## src/rtl/alu_rr_scheduler.sv

```systemverilog
// Two-requester round-robin front end for a single registered ALU.
// Flow: IDLE (arbitrate + capture) -> EXEC (compute, register) -> RESP (hold until accepted).
module alu_rr_scheduler #(
  parameter int WIDTH   = 32,
  parameter int SHIFT_W = 5
) (
  input  logic               clk,
  input  logic               reset,
  input  logic [1:0]         req_valid,
  output logic [1:0]         req_ready,
  input  logic [3:0]         req0_opcode,
  input  logic [3:0]         req1_opcode,
  input  logic [WIDTH-1:0]   req0_a,
  input  logic [WIDTH-1:0]   req1_a,
  input  logic [WIDTH-1:0]   req0_b,
  input  logic [WIDTH-1:0]   req1_b,
  input  logic [SHIFT_W-1:0] req0_shamt,
  input  logic [SHIFT_W-1:0] req1_shamt,
  output logic               resp_valid,
  input  logic               resp_ready,
  output logic               resp_id,
  output logic [WIDTH-1:0]   resp_result,
  output logic               resp_carry,
  output logic               resp_illegal
);

  typedef enum logic [1:0] {IDLE, EXEC, RESP} state_t;

  state_t             r_state, w_next;
  logic               r_last_grant;
  logic [3:0]         r_op;
  logic [WIDTH-1:0]   r_a, r_b;
  logic [SHIFT_W-1:0] r_shamt;
  logic               r_id;
  logic [WIDTH-1:0]   r_result;
  logic               r_carry, r_illegal;

  logic               w_any, w_grant, w_hs;
  logic [WIDTH:0]     w_sum, w_diff;
  logic [WIDTH-1:0]   w_res;
  logic               w_carry, w_illegal;

  // Contention goes to whoever did not win last; a lone requester always wins.
  assign w_any   = |req_valid;
  assign w_grant = (&req_valid) ? ~r_last_grant : req_valid[1];
  assign w_hs    = (r_state == IDLE) && w_any;

  always_comb begin
    w_next    = r_state;
    req_ready = 2'b00;
    case (r_state)
      IDLE: if (w_any) begin
        req_ready = w_grant ? 2'b10 : 2'b01;
        w_next    = EXEC;
      end
      EXEC: w_next = RESP;
      RESP: if (resp_ready) w_next = IDLE;
      default: w_next = IDLE;
    endcase
  end

  always_ff @(posedge clk) begin
    if (reset) r_state <= IDLE;
    else       r_state <= w_next;
  end

  always_ff @(posedge clk) begin
    if (reset) begin
      r_last_grant <= 1'b1;
      r_op         <= '0;
      r_a          <= '0;
      r_b          <= '0;
      r_shamt      <= '0;
      r_id         <= 1'b0;
    end else if (w_hs) begin
      r_last_grant <= w_grant;
      r_id         <= w_grant;
      r_op         <= w_grant ? req1_opcode : req0_opcode;
      r_a          <= w_grant ? req1_a      : req0_a;
      r_b          <= w_grant ? req1_b      : req0_b;
      r_shamt      <= w_grant ? req1_shamt  : req0_shamt;
    end
  end

  assign w_sum  = {1'b0, r_a} + {1'b0, r_b};
  assign w_diff = {1'b0, r_a} - {1'b0, r_b};

  always_comb begin
    w_res     = '0;
    w_carry   = 1'b0;
    w_illegal = 1'b0;
    case (r_op)
      4'd0: begin w_res = w_sum[WIDTH-1:0];  w_carry = w_sum[WIDTH];  end
      4'd1: begin w_res = w_diff[WIDTH-1:0]; w_carry = w_diff[WIDTH]; end
      4'd2: w_res = r_a & r_b;
      4'd3: w_res = r_a | r_b;
      4'd4: w_res = r_a << r_shamt;
      4'd5: w_res = {{(WIDTH-1){1'b0}}, ($signed(r_a) > $signed(r_b))};
      4'd6: w_res = r_b;
      4'd7: w_res = {{(WIDTH-1){1'b0}}, ($signed(r_a) < $signed(r_b))};
      default: w_illegal = 1'b1;
    endcase
  end

  always_ff @(posedge clk) begin
    if (reset) begin
      r_result  <= '0;
      r_carry   <= 1'b0;
      r_illegal <= 1'b0;
    end else if (r_state == EXEC) begin
      r_result  <= w_res;
      r_carry   <= w_carry;
      r_illegal <= w_illegal;
    end
  end

  assign resp_valid   = (r_state == RESP);
  assign resp_id      = r_id;
  assign resp_result  = r_result;
  assign resp_carry   = r_carry;
  assign resp_illegal = r_illegal;

endmodule

```

## config.mk

```make
export PLATFORM = sky130hd
export DESIGN_NAME = alu_rr_scheduler
export DESIGN_NICKNAME = d
export VERILOG_FILES = /design/src/rtl/alu_rr_scheduler.sv
export SDC_FILE = /design/constraint.sdc
export NUM_CORES = 1
export LEC_CHECK = 0
export ABC_AREA = 1
export BUFFER_PORTS_ARGS = -buffer_cell sky130_fd_sc_hd__buf_2
export CAP_MARGIN = 20
export CORE_ASPECT_RATIO = 2
export CORE_MARGIN = 5
export CORE_UTILIZATION = 40
export DETAILED_ROUTE_END_ITERATION = 16
export MAX_ROUTING_LAYER = met4
export SYNTH_ARGS = -nofsm -noshare
export SYNTH_HDL_FRONTEND = slang
export SYNTH_SLANG_ARGS = --single-unit
```

## constraint.sdc

```tcl
create_clock -name clk -period 3.78 [get_ports clk]
set_clock_uncertainty 0.15 [all_clocks]
set_input_delay 0.189 -clock clk [delete_from_list [all_inputs] [get_ports clk]]
set_output_delay 0.189 -clock clk [all_outputs]
set_load 0.02 [all_outputs]
```

Word level (Yosys, flattened, before mapping)
Cells that the tools add are included.
{"block": "op_classes", "add_sub_neg": 2, "n_lt_le_gt_ge": 2, "n_eq_ne": 11, "shifts": 1, "muxes": 14, "bitwise": 3, "n_reduce_logical": 7}
{"operator": "$pmux W32 S8", "n": 1}
{"operator": "$mux W32", "n": 2}
{"operator": "$add A32 B32 Y33", "n": 1}
{"operator": "$sub A32 B32 Y33", "n": 1}
{"operator": "$and A32 B32 Y32", "n": 1}
{"operator": "$gt A32 B32 Y1", "n": 1}
{"operator": "$lt A32 B32 Y1", "n": 1}
{"operator": "$or A32 B32 Y32", "n": 1}
{"operator": "$shl A32 B5 Y32", "n": 1}
{"operator": "$eq A4 B3 Y1 const B", "n": 4}
{"operator": "$mux W2", "n": 5}
{"operator": "$eq A4 B2 Y1 const B", "n": 2}
{"operator": "$reduce_or A8 Y1", "n": 1}
{"operator": "$pmux W2 S3", "n": 1}
{"operator": "$mux W5", "n": 1}
{"operator": "$eq A4 B1 Y1 const B", "n": 1}
{"operator": "$logic_not A4 Y1", "n": 1}
{"operator": "$mux W4", "n": 1}
{"operator": "$reduce_and A2 Y1", "n": 2}
{"operator": "$eq A2 B1 Y1 const B", "n": 1}
{"operator": "$eq A2 B2 Y1 const B", "n": 1}
{"operator": "$logic_not A2 Y1", "n": 1}
{"operator": "$mux W1", "n": 2}
{"operator": "$ne A2 B1 Y1 const B", "n": 1}
{"operator": "5 further kinds", "n": 5}
{"block": "word_totals", "regBits": 111, "in_bits": 151, "out_inout_bits": 38, "word_cells": 50}

Logic depth before layout (Yosys ltp)
{"block": "depth", "ltp_word": 5, "ltp_mapped": 17, "depth_no_buf": 17}

Worst setup path before layout
Ideal clock, no wire load.
{"block": "synth_timing", "kind": "reg2reg", "start": "register r_a[0]", "end": "register r_result[20], in the netlist resp_result[20]", "setup_time_ns": 0.135, "arrival_ns": 1.907, "required_time_ns": 3.495, "setup_slack_ns": 1.588, "stages_incl_launch_ff": 17, "n_path_buf": 0, "period_less_slack_ns": 2.192, "cell_sequence": "dfxtp_1 > inv_1 > ha_1 > fa_1 > inv_1 > nand2_1 > nand2_1 > and2_1 > nand2_1 > nand3b_1 > nand3_1 > nand2_1 > nand2_1 > nand3_1 > nand3_1 > nand2_1 > a21oi_1"}
{"block": "synth_via", "elab_chain_cells": 2, "word_cells_on_any_way": 4, "cone_classes": "add/sub (2); shift (1); mux (1)"}
{"element": "start: declaration", "line_no": "32", "text": "logic [WIDTH-1:0] r_a, r_b;"}
{"element": "start signal: assignment", "line_no": "79", "text": "r_a <= w_grant ? req1_a : req0_a;"}
{"element": "$sub A32 B32 Y33 (tied with other cells)", "line_no": "86", "text": "assign w_diff = {1'b0, r_a} - {1'b0, r_b};"}
{"element": "$pmux W32 S8 (*)", "line_no": "92", "text": "case (r_op)"}
{"element": "end signal: assignment", "line_no": "111", "text": "r_result <= w_res;"}
{"element": "end: declaration", "line_no": "35", "text": "logic [WIDTH-1:0] r_result;"}
Every way passes the cells marked *; elsewhere a longest branch is shown, timed or not.
A chain may end at the register's enable or synchronous reset.

Worst setup path in the final report
{"block": "layout_timing", "start": "register r_last_grant", "end": "register r_b[10]"}
{"block": "layout_via", "elab_chain_cells": 3}
{"element": "start: declaration", "line_no": "30", "text": "logic r_last_grant;"}
{"element": "start signal: assignment", "line_no": "76", "text": "r_last_grant <= w_grant;"}
{"element": "$not A1 Y1", "line_no": "45", "text": "assign w_grant = (&req_valid) ? ~r_last_grant : req_valid[1];"}
{"element": "$mux W1", "line_no": "45"}
{"element": "$mux W32", "line_no": "80", "text": "r_b <= w_grant ? req1_b : req0_b;"}
{"element": "end signal: assignment", "line_no": "80"}
{"element": "end: declaration", "line_no": "32"}
Every way passes these cells.

==> metrics list <==
- Outcome: finished, final reports clean
- Pin count of the biggest net entering global routing: 87
- Max-cap check violation count: 0
* Crit Path Class: register to register
* Post-CTS setup repair buffer count: 0
- Measured along the y axis, the die boundary spans 259 um.
- Total Wirelength: 54.6 mm
- Setup violations remaining at the end of the flow were counted as 0.
- Estimated wirelength of the detail-placed design: 43.9 mm
- The share of the Yosys chip area taken by registers is 18.0%.
- Post-route setup TNS: 0 ps
- The top cell types in the final layout, fill and taps aside, are sky130_fd_sc_hd__nand2_1 (673), sky130_fd_sc_hd__inv_1 (276), sky130_fd_sc_hd__nand3_1 (243), sky130_fd_sc_hd__nor2_1 (205), sky130_fd_sc_hd__buf_2 (187).
* Switching fraction of total power: 49.6%
* Root Driver: sky130_fd_sc_hd__clkbuf_16
- Worst vdd rail ir drop: 0.000246 V
- The count of nets left with antenna violations once routing finished came out at 0.
- Count of unique library cells instantiated by Yosys: 50
- Overall track demand over capacity in global routing: 31.7%
- Clock Latency Late Sink: 410 ps
- Summing every instance area after synthesis gives 0.0124 mm2.
- Post-placement setup slack: 916 ps
* Antenna Cells: 0
* Residual DRC: 0
- Data arrives at the worst endpoint at 3280 ps.
- Non-filler cells, final: 2785
- The number of global-route vias before repair is 14500.
* Final-report max-slew violation count: 0
- Post-layout minimum cycle time: 3090 ps
- The post-route netlist has 12.1% of its cells at a drive strength greater than 1.
- The slowest stage of the critical path belongs to the cell sky130_fd_sc_hd__dlygate4sd3_1.
* Routed wire length per instance: 19.6 um
- Clock tree synthesis found a total of 111 sinks.
- Synthesized net count: 2406
* Relative slew slack: 34.7%
* Period utilisation layout: 81.8%
- In this run the core area contains 91 standard-cell rows.
- Post-synth ARST share: 0%
* Starting Density: 40.3%
* Yosys warning total: 0
- The signal on the critical path passes through nand2_1 > nand2_1 > inv_1 > nor2_4 > buf_4 > a221oi_1 > dlygate4sd3_1 > nor2_1.
- Min-Delay Path Class: primary input to register
* CTS tree: done
* Met2 Usage GRT: 53.4%
- Data on the critical path is required at its endpoint by 3960 ps.
- Number of H-tree levels: 3
- Global routing used 3.48% of the available met3 tracks.
- Detailed-router iteration count before antenna repair: 6
- Area after DPL: 0.0134 mm2
- Kind of end point of the critical path: register
* Number of DRC markers after the initial detailed-route iteration: 1290
* Clock-pin slew reported for the worst setup and hold paths after clock tree synthesis: 100 ps
* Die area: 0.0347 mm2
* Register bit count reported by yosys: 111
- Synthesis produced 2154 cells.
* Most common cell after layout, fill and taps aside: sky130_fd_sc_hd__nand2_1
- Max Root-Sink Buffers: 2
* Placeable core region: 0.0306 mm2
- Buffers inserted to repair hold after CTS numbered 130.
- Max frequency: 0.323 GHz
- Placed Instances: 2638
- Post-layout total power: 5.43 mW
* Area overhead of the layout relative to synthesis: 21.8%
- The congestion estimate from routability-driven global placement came to 1.03.
- After clock tree synthesis, the repair step resized 0 gates.
- At the end of the flow, the number of nets in the layout was 2660.
- Launching element type of the critical path: register
* Most common cell type on the critical path: sky130_fd_sc_hd__nand2_1
* Final Hold Fails: 0
- Top Usage Layer GRT: met2
- Once layout is done, the placed cells without fillers occupy 0.0150 mm2.
- Total overflow reported by the global router: 0
- 189 I/O pins were placed.
* Die width: 134 um
- Sw power: 2.69 mW
* Number of synthesized flops with an enable pin: 0
* Worst Path Buf+Inv: 3
- Highest cell delay on the worst timing path: 640 ps
- RSZ-0062 raised after global routing: false
* Top cell family by delay on the critical path: buffers and inverters
- Main synth FF type: sky130_fd_sc_hd__dfxtp_1
- Averaged over all synthesized cells, the footprint is 5.73 um2.
- Input and output buffers added on the ports amount to 188.
* Antenna violations before repair: 0
* Share of total power in combinational logic: 54.6%
* Critical path peak fanout: 57
* Met1 Use GR: 36.1%
- Sequential share of power: 25.7%
- For the pin with the worst max-slew slack, the measured transition is 979 ps.
* Number of buffers created by CTS: 9
- Once routing completed, OpenROAD measured the worst setup slack at 688 ps.
- Detail-routed via count per cell: 5.43
* Internal: 2.74 mW
* Wire length of the first global-routing pass: 82.4 mm
- Power spread over the standard cell area amounts to 361 mW/mm2.
* Total number of vias: 15100
- Leakage component of the power: 7.41 nW
- Of the total power, the clock network draws 19.7%.
-- per-stage QoR --
stage / hold WS, ps / util [%]
after global placement: 284 / 43.8
after global routing: 40.4 / 49.1
final: 24.6 / 49.1
after floorplan: 194 / -
after CTS: 36.3 / 49.0
after detailed placement: 288 / 43.8
-- power by group through the flow --
stage	logic (mW)	registers, mW	clock network (mW)
2_1_floorplan	1.87	1.42	0
3_3_place_gp	2.72	1.43	0
3_5_place_dp	2.71	1.44	0
4_1_cts	2.90	1.41	1.09
5_1_grt	3.25	1.41	1.12
6_report	2.97	1.40	1.07
-- flip-flops by register name, indices dropped and copies added, names as in the netlist --
register / flops
resp_id: 1
r_state: 2
r_op: 4
r_last_grant: 1
r_b: 32
r_a: 32
r_shamt: 5
resp_illegal: 1
resp_result: 32
resp_carry: 1
-- worst min-delay path: cells and delay by family --
| kind | cells | cell delay [ps] |
|---|---|---|
| compound gates | 1 | 180 |
| buf+inv | 1 | 100 |
| simple gates | 1 | 60 |
-- logic make-up after synthesis --
kind of cell / count (synthesis) / synth area share (%)
buffers and inverters: 397 / 13.8
AND/OR/NAND/NOR: 1198 / 40.8
AO/OA/AOI/OAI: 345 / 16.9
adder cells (fa/ha/maj): 101 / 10.4
XOR/XNOR: 2 / 0.142
flip-flops: 111 / 18.0
-- layer usage --
metal / part of all wire (%) / vias to the layer above
met3: 5.2 / 160
met2: 49 / 613
li1: - / 7469
met1: 39 / 6887
met4: 7.3 / 0
met5: 0 / -
-- cell type report --
class                      count  area, um2
sequential                   111       2220
clock buffer                   9        225
inverter                     290       1090
tap                          372        465
fill                        3326      15600
multi-input combinational   1646       8450
clock inverter                 7       86.3
timing repair buffer         350       2500
-- Yosys cell counts (all sizes together), types with 2 or more instances --
master,count,area [um2]
nand3b,4,30.0
o31ai,2,15.0
o22ai,32,200
o21bai,24,180
nor3,21,120
and2,5,31.3
o21ai,82,414
o2111ai,4,35.0
or2,2,12.5
nand2,682,2590
nand4,19,119
inv,289,1090
dfxtp,111,2220
a31oi,26,163
ha,99,1240
fa,2,40.0
nor4,3,40.0
nand3,247,1260
a21oi,130,692
a221oi,36,322
o211ai,7,52.6
xor2,2,17.5
nor2,214,831
clkbuf,43,210
buf,63,392
-- final timing paths --
kind | from | end | slack, ps | cells after the start
worst max-delay path | r_last_grant$_SDFFE_PP1P_ | r_b[10]$_SDFFE_PP0P_ | 690 | 8
worst min-delay path | req0_a[28] | r_a[28]$_SDFFE_PP0P_ | 20 | 3
worst max register to register | r_last_grant$_SDFFE_PP1P_ | r_b[10]$_SDFFE_PP0P_ | 690 | 8
worst min register to register | resp_result[5]$_SDFFE_PP0N_ | resp_result[5]$_SDFFE_PP0N_ | 310 | 2
(Power assumes the default switching activity.)
